### src/rtl/fir_sample_feeder.sv
// fir_sample_feeder: queues upstream samples in a small circular FIFO,
// hands them to the FIR one at a time, and holds each FIR result until
// downstream takes it. Only one sample is ever in flight through the FIR.
module fir_sample_feeder #(
  parameter int inwidth  = 16,
  parameter int outwidth = 38,
  parameter int depth    = 8,
  parameter int logdepth = 3
) (
  input  logic                clock,
  input  logic                reset,
  input  logic                wr_en,
  input  logic [inwidth-1:0]  wr_data,
  output logic                full,
  output logic [logdepth:0]   count,
  output logic                overflow,
  output logic [inwidth-1:0]  fir_in,
  output logic                fir_valid,
  input  logic                fir_ready,
  input  logic [outwidth-1:0] fir_out,
  input  logic                fir_out_valid,
  output logic [outwidth-1:0] res_data,
  output logic                res_valid,
  input  logic                res_ready
);

  localparam logic [logdepth:0] DEPTH_C = (logdepth+1)'(depth);

  typedef enum logic [1:0] {IDLE, SEND, WAIT, HOLD} state_t;

  state_t               state, state_nxt;
  logic [inwidth-1:0]   mem [depth];
  logic [logdepth-1:0]  rd_ptr, wr_ptr;
  logic                 pop, push;

  // The head of the FIFO is what the FIR sees; rd_ptr only moves on a pop,
  // so fir_in stays stable for the whole SEND phase.
  assign fir_in = mem[rd_ptr];
  assign full   = (count == DEPTH_C);
  assign pop    = fir_valid && fir_ready;
  // A pop in the same cycle frees a slot, so a write at full still lands.
  assign push   = wr_en && (!full || pop);

  // Sample storage; contents are don't-care after reset.
  always_ff @(posedge clock) begin
    if (push) mem[wr_ptr] <= wr_data;
  end

  // Pointers, occupancy and the sticky overflow flag.
  always_ff @(posedge clock) begin
    if (reset) begin
      rd_ptr   <= '0;
      wr_ptr   <= '0;
      count    <= '0;
      overflow <= 1'b0;
    end else begin
      if (push) wr_ptr <= wr_ptr + logdepth'(1);
      if (pop)  rd_ptr <= rd_ptr + logdepth'(1);
      case ({push, pop})
        2'b10:   count <= count + (logdepth+1)'(1);
        2'b01:   count <= count - (logdepth+1)'(1);
        default: count <= count;
      endcase
      if (wr_en && !push) overflow <= 1'b1;
    end
  end

  // State register and result holding register.
  always_ff @(posedge clock) begin
    if (reset) begin
      state    <= IDLE;
      res_data <= '0;
    end else begin
      state <= state_nxt;
      if (state == WAIT && fir_out_valid) res_data <= fir_out;
    end
  end

  // Next-state and handshake outputs. Decisions use the registered count,
  // so a sample written this cycle is seen one cycle later.
  always_comb begin
    state_nxt = state;
    fir_valid = 1'b0;
    res_valid = 1'b0;
    case (state)
      IDLE: if (count != '0) state_nxt = SEND;
      SEND: begin
        fir_valid = 1'b1;
        if (fir_ready) state_nxt = WAIT;
      end
      WAIT: if (fir_out_valid) state_nxt = HOLD;
      HOLD: begin
        res_valid = 1'b1;
        if (res_ready) state_nxt = (count != '0) ? SEND : IDLE;
      end
      default: state_nxt = IDLE;
    endcase
  end

endmodule

### config.mk
export PLATFORM = sky130hd
export DESIGN_NAME = fir_sample_feeder
export DESIGN_NICKNAME = d
export VERILOG_FILES = /design/src/rtl/fir_sample_feeder.sv
export SDC_FILE = /design/constraint.sdc
export NUM_CORES = 1
export LEC_CHECK = 0
export ABC_CLOCK_PERIOD_IN_PS = 2900
export CAP_MARGIN = 20
export CORE_UTILIZATION = 53
export DETAILED_ROUTE_END_ITERATION = 12
export GPL_TIMING_DRIVEN = 0
export HOLD_SLACK_MARGIN = 0.08
export PLACE_DENSITY_LB_ADDON = 0.2
export SLEW_MARGIN = 20
export SYNTH_ARGS = -nofsm -noshare
export SYNTH_HDL_FRONTEND = slang
export SYNTH_SLANG_ARGS = --single-unit
### constraint.sdc
create_clock -name clock -period 2.9 [get_ports clock]
set_clock_uncertainty 0.1 [all_clocks]
set_input_delay 0.435 -clock clock [delete_from_list [all_inputs] [get_ports clock]]
set_output_delay 0.435 -clock clock [all_outputs]
set_load 0.005 [all_outputs]
### Word-level counts from Yosys, hierarchy flattened

Memory sizes are Yosys's and may differ from the RTL's. A register that Yosys moved wholly into a read port is not among the register bits.
Index checks and enable logic that the tools add are counted.

* word-level logic and storage cells: 45
* bits in registers: 51
* memory bits (writable): 128
* memories: 1

* reductions and logical operators: 11
* $add $sub $neg: 4
* eq/ne operators: 10
* multiplexer cells: 13

Memory list
* mem: depth 8, width 16, read ports 1, clocked after memory_dff 1, wr ports 1, RTL line 32 `logic [inwidth-1:0] mem [depth];`

Operators by type and width (number)
* $mux W2: 4
* $ne A2 B2 Y1 const B: 4
* $pmux W2 S4: 1
* $pmux W4 S2: 1
* $add A3 B1 Y3 const B: 2
* $eq A2 B2 Y1 const B: 3
* $mux W3: 2
* $mux W1: 5
* $add A4 B1 Y4 const B: 1
* $eq A2 B1 Y1 const B: 2
* $eq A4 B4 Y1 const B: 1
* $logic_and A1 B1 Y1: 4
* $reduce_and A4 Y1: 1
* $reduce_bool A4 Y1: 1
* $sub A4 B1 Y4 const B: 1
* $logic_not A1 Y1: 2
* $logic_not A2 Y1: 1
* $reduce_bool A2 Y1: 1
* $logic_or A1 B1 Y1: 1

### Depth between registers and ports, before layout

* depth after elaboration: 7
* depth in mapped cells: 8
* mapped depth without buffers: 8

### Least setup slack after synthesis

Ideal clock, no wire load.

* path kind: register -> register
* start point: register state[1]
* end point: memory mem[4][0], enable pin
* cell stages (with the launch flop): 7
* path buffers: 0
* setup time: 0.409 ns
* arrival time: 2.162 ns
* setup slack: 0.229 ns
* data required time: 2.391 ns
* cells stage by stage: dfxtp_1 inv_1 ha_1 nand2_1 nand2_1 nand2_1 nor3_1

* word-level cells in the longest chain between the ends: 7

RTL lines
* start, declared: RTL line 31 `state_t state, state_nxt;`
* start signal, assigned: RTL line 74 `state <= state_nxt;`
* $eq A2 B1 Y1: RTL line 85 `case (state)`
* $mux W1: RTL line 85
* via fir_valid: RTL line 18 `output logic fir_valid,`
* $logic_and A1 B1 Y1: RTL line 40 `assign pop = fir_valid && fir_ready;`
* $logic_or A1 B1 Y1: RTL line 42 `assign push = wr_en && (!full || pop);`
* $logic_and A1 B1 Y1: RTL line 42
* $mux W1: RTL line 46 `if (push) mem[wr_ptr] <= wr_data;`
* $mux W1 (not written as such): RTL line 46
* end, declared: RTL line 32

The timed path passes the listed nets, and every way through them passes these cells.

==> flow_metrics.env <==
export IMPL_outcome="finished clean"
export IMPL_cts_buffers=17
export IMPL_fin_crit_ns=2.86
export IMPL_cts_root_buf="clkbuf_16"
export IMPL_wl_per_cell_microns=18.8
export IMPL_syn_num_nets=518
export IMPL_dp_cells=756
export IMPL_cp_arrival_ns=2.33
export IMPL_grt_pass1_wl_mm=23.3
export IMPL_ys_flop_type="edfxtp_1"
export IMPL_ys_top_cells_by_area="edfxtp_1, dfxtp_1, mux4_1, nand2_1, a21oi_1"
export IMPL_die_w_microns=118
export IMPL_grt_pass1_vias=4440
export IMPL_rsz0062_at_grt="yes"
export IMPL_via_per_inst=5.45
export IMPL_final_core_util_pct=72.9
export IMPL_io_buffers=120
export IMPL_setup_viol=0
export IMPL_yosysWarnings=0
export IMPL_hold_path_class="in -> reg"
export IMPL_slew_headroom_pct=54.4
export IMPL_synth_avg_cell_area_sq_um=15.7
export IMPL_clk_latency_ns=0.42
export IMPL_crit_type="reg -> out"
export IMPL_max_stage_delay_ns=0.55
export IMPL_worst_path_max_fanout=10
export IMPL_grt_overflow=0
export IMPL_worst_r2r_cell_count=8
export IMPL_crit_required_ns=2.37
export IMPL_final_cell_mix="edfxtp_1, clkdlybuf4s50_1, nand2_1, dfxtp_1, a21oi_1"
export IMPL_fin_cells=794
export IMPL_rows=41
export IMPL_max_freq_ghz=0.349
export IMPL_finalCritPeriodShare_pct=98.8
export IMPL_cpMaxStageDelayCell="mux4_1"
export IMPL_antenna_left=0
export IMPL_die_y_microns=118
export IMPL_synth_edf_count=128
export IMPL_report_final_hold_viol_count=0
export IMPL_path_clk_slew_ns=0.06
export IMPL_nets=678
export IMPL_async_flop_share_pct=0
export IMPL_areaGrowthSynthToFinish_pct=32.2
export IMPL_synth_cell_types=41
export IMPL_diodes=0
export IMPL_path_buf_inv=3
export IMPL_ir_drop_v=0.000426
export IMPL_cts_tree="done"
export IMPL_critPathTopFamily="multiplexers"
export IMPL_ys_seq_area_share_pct=69.6
export IMPL_yosysTopAreaCellShare_pct=54.3
export IMPL_worst_path_stages=5
export IMPL_max_cap_violations=0
export IMPL_finalSetupTns_ns=0
export IMPL_hold_buffers=0
export IMPL_place_gp_congestion=0.773
export IMPL_synthCells=450
export IMPL_route_detailed_drc=0
export IMPL_worstHoldPathCells=2
export IMPL_ioPinCount=122
export IMPL_power_density_nw_per_um2=734
export IMPL_first_iter_violations=266
export IMPL_crit_path_cell_trace="buf_6 > buf_12 > mux4_1 > mux2_2 > clkdlybuf4s50_1"
export IMPL_synth_top_cell_by_area="edfxtp_1"
export IMPL_ys_seq_elements=182
export IMPL_worst_slack_ns=0.0356
export IMPL_synth_area_sq_um=7070
export IMPL_core_area_sq_um=12800
export IMPL_leakage_nw=3.18
export IMPL_drtPass1Iterations=4
export IMPL_start_util_pct=55.2
export IMPL_worst_pin_slew_ns=0.680
export IMPL_hpwl_mm=10.3
export IMPL_wl_mm=14.9
export IMPL_drive_gt1_share_pct=17.0
export IMPL_start_kind="register"
export IMPL_antenna_found_initial=0
export IMPL_vias=4328
export IMPL_cts_sinks=182
export IMPL_grtUsageTotal_pct=22.4
export IMPL_final_common_cell="edfxtp_1"
export IMPL_cp_end_kind="output pin"
export IMPL_grt_max_degree=17
export IMPL_dp_slack_ns=0.105
export IMPL_htreeDepth=4
export IMPL_slew_violations=0
export IMPL_cts_path_max_buffers=2
export IMPL_dieArea_sq_um=13800
==> per-layer routing <==
layer	GRT usage, %	wire [microns]	vias up
met2	38.0	7430	159
li1	-	-	2014
met1	27.4	6190	2133
met5	0	0	-
met3	6.15	986	22
met4	8.73	289	0
==> cell usage after synthesis (3+ instances only) <==
master / instances
nand3_1: 5
mux4_2: 5
nor2_1: 12
a21oi_1: 42
xor2_1: 3
nor2b_1: 4
nor3_1: 6
ha_1: 8
mux4_1: 27
dfxtp_1: 54
clkbuf_1: 14
xnor2_1: 4
nand2_1: 87
mux2_2: 16
edfxtp_1: 128
buf_1: 3
==> metrics by stage <==
stage	total power, mW	cell area, sq um	hold slack, ns
2_1_floorplan	3.83	7070	0.353
3_3_place_gp	4.37	8490	0.342
3_5_place_dp	4.44	8660	0.348
4_1_cts	6.86	9300	0.279
5_1_grt	7.11	9350	0.343
6_report	6.86	9350	0.291
==> cell type report <==
class                      count  area, sq um
sequential                   182         4930
tap                          172          215
clock buffer                  19          453
timing repair buffer         141         1390
fill                         836         3470
inverter                       3         11.3
multi-input combinational    241         2020
clock inverter                12          175
buffer                        24          160
==> report_power, final <==
group | switching (mW) | internal, mW | leakage (nW) | total [mW]
sequential | 0.101 | 2.95 | 1.60 | 3.05
clock | 0.935 | 1.48 | 0.299 | 2.42
combinational | 0.579 | 0.819 | 1.28 | 1.40
==> path summary, 6_finish.rpt <==
check / slack (ns) / startpoint / endpoint
hold reg to reg: 0.36 / res_data[7] / res_data[7]
hold / removal: 0.29 / reset / res_data[14]
setup reg to reg: 0.37 / state[1] / mem[2][0]
setup / recovery: 0.04 / register / fir_in[1]
==> worst register-to-register path, stage by stage (launching register included) <==
cell	delay, ns
dfxtp_1	0.35
inv_1	0.13
ha_1	0.27
nand2_1	0.15
nand2_1	0.15
nand2b_1	0.18
nor3_2	0.52
buf_6	0.24
buf_6	0.16
==> cell families after synthesis <==
family / Yosys count / share of synthesized area (%)
AOI/OAI and AO/OA: 53 / 4.39
xor gates and xnor gates: 7 / 0.867
adders and majority gates: 8 / 1.41
buffers and inverters: 27 / 2.02
DFF: 182 / 69.6
muxes: 49 / 14.3
and+or+nand+nor: 124 / 7.39
==> state kept, by name (all words and copies together) (netlist names), named ones only <==
signal / cells
overflow: 1
rd_ptr: 3
wr_ptr: 3
mem: 128
count: 4
state: 2
res_data: 38
==> repair_timing <==
action	in CTS	in global routing
resized for setup	22	5
buffers inserted	1	6
endpoints found under the setup margin	16	10
(Power assumes the default switching activity.)
